[config.mk]
export PLATFORM = sky130hd
export DESIGN_NAME = wb_host_master_flat
export DESIGN_NICKNAME = d
export VERILOG_FILES = /design/src/rtl/wb_host_master_if.sv /design/src/rtl/wb_host_master.sv /design/src/flat_wrapper.sv
export SDC_FILE = /design/constraint.sdc
export NUM_CORES = 1
export LEC_CHECK = 0
export ABC_AREA = 1
export CAP_MARGIN = 20
export CORE_ASPECT_RATIO = 1.5
export CORE_MARGIN = 1.5
export CORE_UTILIZATION = 60
export CTS_BUF_LIST = sky130_fd_sc_hd__clkbuf_8 sky130_fd_sc_hd__clkbuf_16
export DETAILED_ROUTE_END_ITERATION = 10
export DONT_BUFFER_PORTS = 1
export PLACE_DENSITY_LB_ADDON = 0.05
export SYNTH_ARGS = -nofsm -noshare
export SYNTH_HDL_FRONTEND = slang
export SYNTH_SLANG_ARGS = --single-unit
[constraint.sdc]
create_clock -name wb_clk_i -period 1.75 [get_ports wb_clk_i]
set_input_delay 0.0875 -clock wb_clk_i [delete_from_list [all_inputs] [get_ports wb_clk_i]]
set_output_delay 0.0875 -clock wb_clk_i [all_outputs]
set_load 0.005 [all_outputs]
[src/rtl/wb_host_master_if.sv]
`default_nettype none
// +----------------------------------------------------------------------------+
// | Module      : wb_host_master_if                                            |
// | Description : Request/response handshake and Wishbone master bus bundle.   |
// | Revision    : 1.0 - initial release                                        |
// +----------------------------------------------------------------------------+
interface wb_host_master_if #(
    parameter int ADDR_W = 32,
    parameter int DATA_W = 32
);
    logic                  req_valid_i;
    logic                  req_ready_o;
    logic                  req_we_i;
    logic [ADDR_W-1:0]     req_adr_i;
    logic [DATA_W-1:0]     req_dat_i;
    logic [DATA_W/8-1:0]   req_sel_i;
    logic                  rsp_valid_o;
    logic                  rsp_ready_i;
    logic [DATA_W-1:0]     rsp_dat_o;
    logic                  rsp_err_o;
    logic                  wbm_cyc_o;
    logic                  wbm_stb_o;
    logic                  wbm_we_o;
    logic [ADDR_W-1:0]     wbm_adr_o;
    logic [DATA_W-1:0]     wbm_dat_o;
    logic [DATA_W/8-1:0]   wbm_sel_o;
    logic                  wbm_ack_i;
    logic [DATA_W-1:0]     wbm_dat_i;

    modport master (
        input  req_valid_i, req_we_i, req_adr_i, req_dat_i, req_sel_i,
        output req_ready_o,
        output rsp_valid_o, rsp_dat_o, rsp_err_o,
        input  rsp_ready_i,
        output wbm_cyc_o, wbm_stb_o, wbm_we_o, wbm_adr_o, wbm_dat_o, wbm_sel_o,
        input  wbm_ack_i, wbm_dat_i
    );

    modport slave (
        output req_valid_i, req_we_i, req_adr_i, req_dat_i, req_sel_i,
        input  req_ready_o,
        input  rsp_valid_o, rsp_dat_o, rsp_err_o,
        output rsp_ready_i,
        input  wbm_cyc_o, wbm_stb_o, wbm_we_o, wbm_adr_o, wbm_dat_o, wbm_sel_o,
        output wbm_ack_i, wbm_dat_i
    );
endinterface
`default_nettype wire

[src/rtl/wb_host_master.sv]
`default_nettype none
// +----------------------------------------------------------------------------+
// | Module      : wb_host_master                                               |
// | Description : Single-transfer Wishbone classic initiator with timeout.     |
// | Revision    : 1.0 - initial release                                        |
// +----------------------------------------------------------------------------+
module wb_host_master #(
    parameter int ADDR_W         = 32,
    parameter int DATA_W         = 32,
    parameter int TIMEOUT_CYCLES = 255
) (
    input  wire logic         wb_clk_i,
    input  wire logic         wb_rst_ni,
    wb_host_master_if.master  bus
);
    localparam int c_SEL_W     = DATA_W / 8;
    localparam int c_CNT_W     = (TIMEOUT_CYCLES < 2) ? 1 : $clog2(TIMEOUT_CYCLES);
    localparam int c_TO_LAST_I = (TIMEOUT_CYCLES == 0) ? 0 : TIMEOUT_CYCLES - 1;
    localparam logic [c_CNT_W-1:0] c_TO_LAST = c_CNT_W'(c_TO_LAST_I);
    localparam bit c_TO_EN = (TIMEOUT_CYCLES != 0);

    localparam logic [1:0] c_ST_IDLE = 2'd0;
    localparam logic [1:0] c_ST_BUS  = 2'd1;
    localparam logic [1:0] c_ST_RESP = 2'd2;

    logic [1:0]          r_state;
    logic [1:0]          w_next_state;
    logic                r_live;
    logic [c_CNT_W-1:0]  r_cnt;
    logic                r_we;
    logic [ADDR_W-1:0]   r_adr;
    logic [DATA_W-1:0]   r_dat;
    logic [c_SEL_W-1:0]  r_sel;
    logic [DATA_W-1:0]   r_rsp_dat;
    logic                r_rsp_err;

    logic w_ready;
    logic w_accept;
    logic w_ack;
    logic w_timeout;

    // r_live keeps req_ready low during reset and for the first edge after it
    always_comb begin
        w_ready   = (r_state == c_ST_IDLE) && r_live;
        w_accept  = w_ready && bus.req_valid_i;
        w_ack     = (r_state == c_ST_BUS) && bus.wbm_ack_i;
        w_timeout = c_TO_EN && (r_state == c_ST_BUS) && !bus.wbm_ack_i
                    && (r_cnt == c_TO_LAST);
    end

    always_ff @(posedge wb_clk_i or negedge wb_rst_ni) begin
        if (!wb_rst_ni) begin
            r_state <= c_ST_IDLE;
        end else begin
            r_state <= w_next_state;
        end
    end

    always_comb begin
        w_next_state = r_state;
        case (r_state)
            c_ST_IDLE: if (w_accept)             w_next_state = c_ST_BUS;
            c_ST_BUS:  if (w_ack || w_timeout)   w_next_state = c_ST_RESP;
            c_ST_RESP: if (bus.rsp_ready_i)      w_next_state = c_ST_IDLE;
            default:                             w_next_state = c_ST_IDLE;
        endcase
    end

    always_comb begin
        bus.req_ready_o = w_ready;
        bus.wbm_cyc_o   = (r_state == c_ST_BUS);
        bus.wbm_stb_o   = (r_state == c_ST_BUS);
        bus.rsp_valid_o = (r_state == c_ST_RESP);
        bus.wbm_we_o    = r_we;
        bus.wbm_adr_o   = r_adr;
        bus.wbm_dat_o   = r_dat;
        bus.wbm_sel_o   = r_sel;
        bus.rsp_dat_o   = r_rsp_dat;
        bus.rsp_err_o   = r_rsp_err;
    end

    // Request capture, ack-wait counter and response registers
    always_ff @(posedge wb_clk_i or negedge wb_rst_ni) begin
        if (!wb_rst_ni) begin
            r_live    <= 1'b0;
            r_cnt     <= '0;
            r_we      <= 1'b0;
            r_adr     <= '0;
            r_dat     <= '0;
            r_sel     <= '0;
            r_rsp_dat <= '0;
            r_rsp_err <= 1'b0;
        end else begin
            r_live <= 1'b1;
            if (w_accept) begin
                r_we  <= bus.req_we_i;
                r_adr <= bus.req_adr_i;
                r_dat <= bus.req_dat_i;
                r_sel <= bus.req_sel_i;
                r_cnt <= '0;
            end else if ((r_state == c_ST_BUS) && !bus.wbm_ack_i) begin
                r_cnt <= r_cnt + c_CNT_W'(1);
            end
            // Ack takes priority over a timeout landing on the same edge
            if (w_ack) begin
                r_rsp_dat <= r_we ? '0 : bus.wbm_dat_i;
                r_rsp_err <= 1'b0;
            end else if (w_timeout) begin
                r_rsp_dat <= '0;
                r_rsp_err <= 1'b1;
            end
        end
    end
endmodule
`default_nettype wire

[src/flat_wrapper.sv]
// flat-port wrapper written by rule: the top's interface ports become plain ports
module wb_host_master_flat 
#(
    parameter int ADDR_W         = 32,
    parameter int DATA_W         = 32,
    parameter int TIMEOUT_CYCLES = 255
)
  (wb_clk_i, wb_rst_ni, bus_req_valid_i, bus_req_we_i, bus_req_adr_i, bus_req_dat_i, bus_req_sel_i, bus_req_ready_o, bus_rsp_valid_o, bus_rsp_dat_o, bus_rsp_err_o, bus_rsp_ready_i, bus_wbm_cyc_o, bus_wbm_stb_o, bus_wbm_we_o, bus_wbm_adr_o, bus_wbm_dat_o, bus_wbm_sel_o, bus_wbm_ack_i, bus_wbm_dat_i);
  wb_host_master_if #(.ADDR_W(ADDR_W), .DATA_W(DATA_W)) bus_i ();
  input  wire logic wb_clk_i;
  input  wire logic wb_rst_ni;
  input wire logic [$bits(bus_i.req_valid_i)-1:0] bus_req_valid_i;
  input wire logic [$bits(bus_i.req_we_i)-1:0] bus_req_we_i;
  input wire logic [$bits(bus_i.req_adr_i)-1:0] bus_req_adr_i;
  input wire logic [$bits(bus_i.req_dat_i)-1:0] bus_req_dat_i;
  input wire logic [$bits(bus_i.req_sel_i)-1:0] bus_req_sel_i;
  output wire logic [$bits(bus_i.req_ready_o)-1:0] bus_req_ready_o;
  output wire logic [$bits(bus_i.rsp_valid_o)-1:0] bus_rsp_valid_o;
  output wire logic [$bits(bus_i.rsp_dat_o)-1:0] bus_rsp_dat_o;
  output wire logic [$bits(bus_i.rsp_err_o)-1:0] bus_rsp_err_o;
  input wire logic [$bits(bus_i.rsp_ready_i)-1:0] bus_rsp_ready_i;
  output wire logic [$bits(bus_i.wbm_cyc_o)-1:0] bus_wbm_cyc_o;
  output wire logic [$bits(bus_i.wbm_stb_o)-1:0] bus_wbm_stb_o;
  output wire logic [$bits(bus_i.wbm_we_o)-1:0] bus_wbm_we_o;
  output wire logic [$bits(bus_i.wbm_adr_o)-1:0] bus_wbm_adr_o;
  output wire logic [$bits(bus_i.wbm_dat_o)-1:0] bus_wbm_dat_o;
  output wire logic [$bits(bus_i.wbm_sel_o)-1:0] bus_wbm_sel_o;
  input wire logic [$bits(bus_i.wbm_ack_i)-1:0] bus_wbm_ack_i;
  input wire logic [$bits(bus_i.wbm_dat_i)-1:0] bus_wbm_dat_i;
  assign bus_i.req_valid_i = bus_req_valid_i;
  assign bus_i.req_we_i = bus_req_we_i;
  assign bus_i.req_adr_i = bus_req_adr_i;
  assign bus_i.req_dat_i = bus_req_dat_i;
  assign bus_i.req_sel_i = bus_req_sel_i;
  assign bus_req_ready_o = bus_i.req_ready_o;
  assign bus_rsp_valid_o = bus_i.rsp_valid_o;
  assign bus_rsp_dat_o = bus_i.rsp_dat_o;
  assign bus_rsp_err_o = bus_i.rsp_err_o;
  assign bus_i.rsp_ready_i = bus_rsp_ready_i;
  assign bus_wbm_cyc_o = bus_i.wbm_cyc_o;
  assign bus_wbm_stb_o = bus_i.wbm_stb_o;
  assign bus_wbm_we_o = bus_i.wbm_we_o;
  assign bus_wbm_adr_o = bus_i.wbm_adr_o;
  assign bus_wbm_dat_o = bus_i.wbm_dat_o;
  assign bus_wbm_sel_o = bus_i.wbm_sel_o;
  assign bus_i.wbm_ack_i = bus_wbm_ack_i;
  assign bus_i.wbm_dat_i = bus_wbm_dat_i;
  wb_host_master #(.ADDR_W(ADDR_W), .DATA_W(DATA_W), .TIMEOUT_CYCLES(TIMEOUT_CYCLES)) u_core (.wb_clk_i(wb_clk_i), .wb_rst_ni(wb_rst_ni), .bus(bus_i));
endmodule
## Yosys cells after proc, flatten, opt, wreduce, memory -nomap -nowiden

Cells that the tools add are included.

- $add $sub $neg: 1
- Multipliers: 0
- Div/mod/pow operators: 0
- Order comparisons: 0
- Equality and inequality tests: 6
- Shifts and indexed selects: 0
- Multiplexer cells: 11
- Bitwise gates (word level): 0
- Reduce and logical (&&, ||, !) cells: 11

Operator list:

| operator | number |
|---|---|
| $mux 32 | 3 |
| $mux 8 | 2 |
| $add 8x1->8 const B | 1 |
| $eq 8x8->1 const B | 1 |
| $mux 2 | 3 |
| $ne 2x1->1 const B | 3 |
| $pmux 2 s3 | 1 |
| $logic_and 1x1->1 | 5 |
| $reduce_bool 2->1 | 2 |
| $reduce_and 3->1 | 1 |
| $eq 2x1->1 const B | 1 |
| $eq 2x2->1 const B | 1 |
| $logic_not 2->1 | 1 |
| $mux 1 | 2 |
| $logic_not 1->1 | 1 |
| $logic_or 1x1->1 | 1 |

- Register bits: 113
- Bits in latches: 0
- Memory bits (writable): 0
- Bits in read-only memories: 0
- Input bits: 106
- Output and inout bits: 106
- Memories kept: 0

## Logic depth before layout (Yosys ltp)

- Word-level depth: 6
- Gate-level depth with buffers: 8
- Gate-level depth less buffers: 8

## Worst setup path after synthesis

No wires, ideal clock.

- Path type: register to register
- Start point: register u_core.r_cnt[0]
- End point: register u_core.r_rsp_dat[15] (netlist: u_core.bus.rsp_dat_o[15])
- Setup time: 0.118 ns
- Data arrival time: 1.186 ns
- Setup slack: 0.446 ns
- Cell stages (with the launch flop): 9
- Buffers on the path: 1
- Period minus slack after synthesis: 1.304 ns
- Path through: dfrtp_1 -> inv_1 -> ha_1 -> nand2_1 -> nor2_1 -> nand3_4 -> buf_6 -> nand3_1 -> nand2_1

- Longest elaborated chain between the ends: 3

RTL lines:

| what | RTL line | text |
|---|---|---|
| start, declared | wb_host_master.sv:29 | `logic [c_CNT_W-1:0] r_cnt;` |
| start signal, assigned | wb_host_master.sv:102 | `r_cnt <= r_cnt + c_CNT_W'(1);` |
| $eq 8x8->1 | wb_host_master.sv:48 | `&& (r_cnt == c_TO_LAST);` |
| $logic_and 1x1->1 | wb_host_master.sv:48 |  |
| $reduce_bool 2->1 (no line) | - |  |
| end signal, assigned | wb_host_master.sv:106 | `r_rsp_dat <= r_we ? '0 : bus.wbm_dat_i;` |
| end, declared | wb_host_master.sv:34 | `logic [DATA_W-1:0] r_rsp_dat;` |

Every way passes these cells.
A chain may end at the register's enable or synchronous reset.

## Final worst setup path

- Start point: register u_core.r_cnt[0]
- End point: register u_core.r_rsp_dat[18] (netlist: u_core.bus.rsp_dat_o[18])

The elaborated chain is that of the path after synthesis.

==> summary.txt <==
Clock network
  • CTS Root Cell: clkbuf_8
  • Latest clock arrival within the worst-skew pair: 0.51 ns
  • Clk sinks: 113
  • Htree depth: 4
  • Post-CTS Hold Buffers: 104
  • Num CTS Buffers: 17
  • Clock Pin Slew Worst Setup and Hold Paths: about 0.060 ns
  • Post-CTS Setup Inserts: 0
  • CTS tree: built
  • Max Buffers Root-to-Sink: 2

Cells and area
  • Fill count: 428
  • Most frequent cells in the layout: nand2_1, dfrtp_1, dlygate4sd3_1
  • Syn-to-layout area delta: 34.5%
  • Layout cells sized above 1: ~6.7%
  • NumNets Final: 727
  • Post-route insts no fill: 731
  • Most common cell after layout, fill and taps aside: nand2_1
  • Antenna diodes: 0

STA
  • Period utilisation layout: 92.0%
  • Fmax: a little over 600 MHz
  • Final hold slack: -0.724 ns
  • Clock period minus worst slack: about 1.6 ns
  • Worst-margin pin slew: approximately 0.51 ns
  • Rel. slew slack: 66.0%
  • Setup TNS Final: 0 ns
  • Final Slew Violations: 0
  • RSZ-0062 raised after global routing: false
  • Endpoints failing setup: 0
  • Final hold violations: roughly 110
  • Skew final: between 0.01 and 0.015 ns

Setup path
  • Reg2reg path depth: 7
  • Reg-to-Reg End: u_core.bus.rsp_dat_o[18]$_DFFE_PN0P_
  • Worst R2R Start: u_core.r_cnt[0]$_DFFE_PN0P_
  • Slowest CP cell: dfrtp_1
  • Top cell by count, worst path: nand2_1
  • Worst path required time: 2.13 ns
  • Crit path arrival time: 1.99 ns
  • R2r setup slk: between 0.1 and 0.15 ns
  • Setup crit start: u_core.r_cnt[0]$_DFFE_PN0P_
  • CP peak stage delay: between 0.3 and 0.4 ns
  • CP Max Fanout: 18
  • CP Class: reg -> reg
  • Startpoint Class: flop
  • Cell breakdown of the critical path: inv_1 -> ha_1 -> nand2_1 -> nor2_2 -> nand3_4 -> nand3_1 -> nand2_1
  • Crit path capture type: flop

Drt
  • Via/cell ratio: roughly 5.3
  • Vias: between 3000 and 4000
  • Post-Route WL: around 13 mm
  • DRC viols: 0
  • Initial DRT Pass Iterations: 5
  • Metal-1 WL: 4.46 mm
  • Post-DR wirelength/cell: about 17 um
  • Top routing layer used: met4
  • Detail Route Antenna Nets: 0
  • Met2 Wirelength: approximately 7.0 mm
  • Initial DRC count: 311
  • Met3 Routed Length: 814 um

Place
  • I/O Buffers: 0
  • Post-DP HPWL: 6.63 mm
  • Placer Congestion: 0.830
  • Placed Instances: 595

Synth
  • Compound-gate portion of the synthesized area: 0.902%
  • Simple-Gate Fraction of Synth Area: 31.4%
  • Sequential-to-total area share from yosys stat: around three fifths
  • Cell area after synthesis: 4580 sq um
  • Main combinational cell family by area after synthesis: simple AND/OR/NAND/NOR gates
  • Average cell area after synthesis: 8.89 sq um
  • Synthesized-area fraction occupied by adder cells: 0.546%
  • Cell variety after synth: 25
  • Mapped Cells: 515
  • Mux cell area share after synthesis: 0%
  • Warnings, synthesis: 0
  • Yosys reg bits: roughly 110
  • Post-Synth XOR/XNOR Area: 0.191%
  • Syn Nets: between 600 and 700

Floorplan
  • Top Ports: between 200 and 250
  • Die area: 8180 sq um
  • Initial cell density of the core: between 60% and 70%
  • Die span in x: 74.3 um
  • CORE AREA: 7320 sq um
  • Die Ht: 110 um
  • Row Count: 38

Global route
  • Pin count of the biggest net entering global routing: 114
  • First-pass GRT wire length: 18.8 mm
  • Remaining Overflow, GRT: 0
  • Initial antenna violation count: 0
  • GRT Util Overall: 31.1%
  • Vias in the first global route: 4098

Run status
  • Failing checks: hold timing
  • Status: finished, violations left

Power
  • VDD IR-drop max: 1.18 mV
  • Pwr Total: 0.00886 W
  • Lkg Pwr: 3.21 nW
  • PD cells: 1440 nW/um^2

Hold path
  • Type of the worst min-delay path: in -> async

Job
  • Max Cap Viol: 0
==> sequential cells by signal, summed over array words and instances (netlist names) <==
register	count
u_core.bus.wbm_dat_o	32
u_core.bus.rsp_err_o	1
u_core.r_live	1
u_core.bus.rsp_dat_o	32
u_core.bus.wbm_we_o	1
u_core.r_state	2
u_core.bus.wbm_adr_o	32
u_core.r_cnt	8
u_core.bus.wbm_sel_o	4
==> through the flow <==
stage	instance area, sq um	hold slack (ns)	worst slack [ns]	util (%)
6_report	6160	-0.724	0.140	84.1
5_1_grt	6160	-0.743	0.0284	84.1
4_1_cts	6140	-0.749	0.0878	83.9
3_5_place_dp	4580	-0.206	0.125	62.5
3_3_place_gp	4580	-0.206	0.226	62.5
2_1_floorplan	4580	-0.208	0.446	-
==> where the power goes <==
| group | internal, W | total [W] | leakage [nW] | switching, W |
|---|---|---|---|---|
| Clock | 0.00190 | 0.00299 | 0.283 | 0.00109 |
| Combinational | 0.000632 | 0.00144 | 1.49 | 0.000813 |
| Sequential | 0.00356 | 0.00442 | 1.43 | 0.000863 |
==> synth_stat cells, drive strengths merged <==
master | count | area share, %
nand2 | 296 | 24
dfrtp | 113 | 62
nand3 | 38 | 4.4
buf | 24 | 4.0
nor2 | 16 | 2.0
inv | 13 | 1.1
o21ai | 4 | 0.44
ha | 2 | 0.55
nand4 | 2 | 0.41
a21boi | 1 | 0.16
a21oi | 1 | 0.11
clkbuf | 1 | 0.082
conb | 1 | 0.082
nor3b | 1 | 0.16
o311ai | 1 | 0.19
xnor2 | 1 | 0.19
==> layer usage <==
layer  up-vias  GRT usage (%)
li1       1787              -
met1      1867           32.3
met2       168           56.2
met3        28           9.45
met4         0           14.2
met5         -              0
==> layout make-up <==
| type | instances | area, sq um | share of cell area [%] |
|---|---|---|---|
| multi-input cells | 365 | 1550 | 25.1 |
| well taps | 100 | 125 | 2.03 |
| repair buffers | 109 | 1090 | 17.7 |
| clock buffers | 19 | 442 | 7.17 |
| flip-flops and latches | 113 | 2830 | 45.9 |
| clock inverters | 12 | 78.8 | 1.28 |
| inverters | 13 | 48.8 | 0.792 |
==> logic make-up after synthesis <==
| kind of cell | Yosys count |
|---|---|
| other | 1 |
| XOR/XNOR | 1 |
| AO/OA/AOI/OAI | 7 |
| buffers and inverters | 38 |
| adder cells (fa/ha/maj) | 2 |
| AND/OR/NAND/NOR | 353 |
| flip-flops | 113 |
==> timing repair <==
item,4_1_cts,5_1_grt
endpoints found under the hold margin,225,113
gates resized for setup,0,2
setup endpoints to repair,0,7
==> critical path: cells and delay by family (launching register included) <==
family,cells,cell delay [ns]
buffers and inverters,1,0.12
flip-flops,1,0.38
adder cells (fa/ha/maj),1,0.16
AND/OR/NAND/NOR,5,0.83
==> worst max path at each step <==
stage,endpoint,slack (ns)
CTS,u_core.bus.rsp_dat_o[18]$_DFFE_PN0P_,0.09
floorplan,u_core.bus.rsp_dat_o[15]$_DFFE_PN0P_,0.45
finish,u_core.bus.rsp_dat_o[18]$_DFFE_PN0P_,0.14
global route,u_core.bus.rsp_dat_o[18]$_DFFE_PN0P_,0.03
detailed placement,u_core.bus.rsp_dat_o[13]$_DFFE_PN0P_,0.13
global placement,u_core.r_state[1]$_DFFE_PN0P_,0.23
Power figures use the tool's default switching activity.
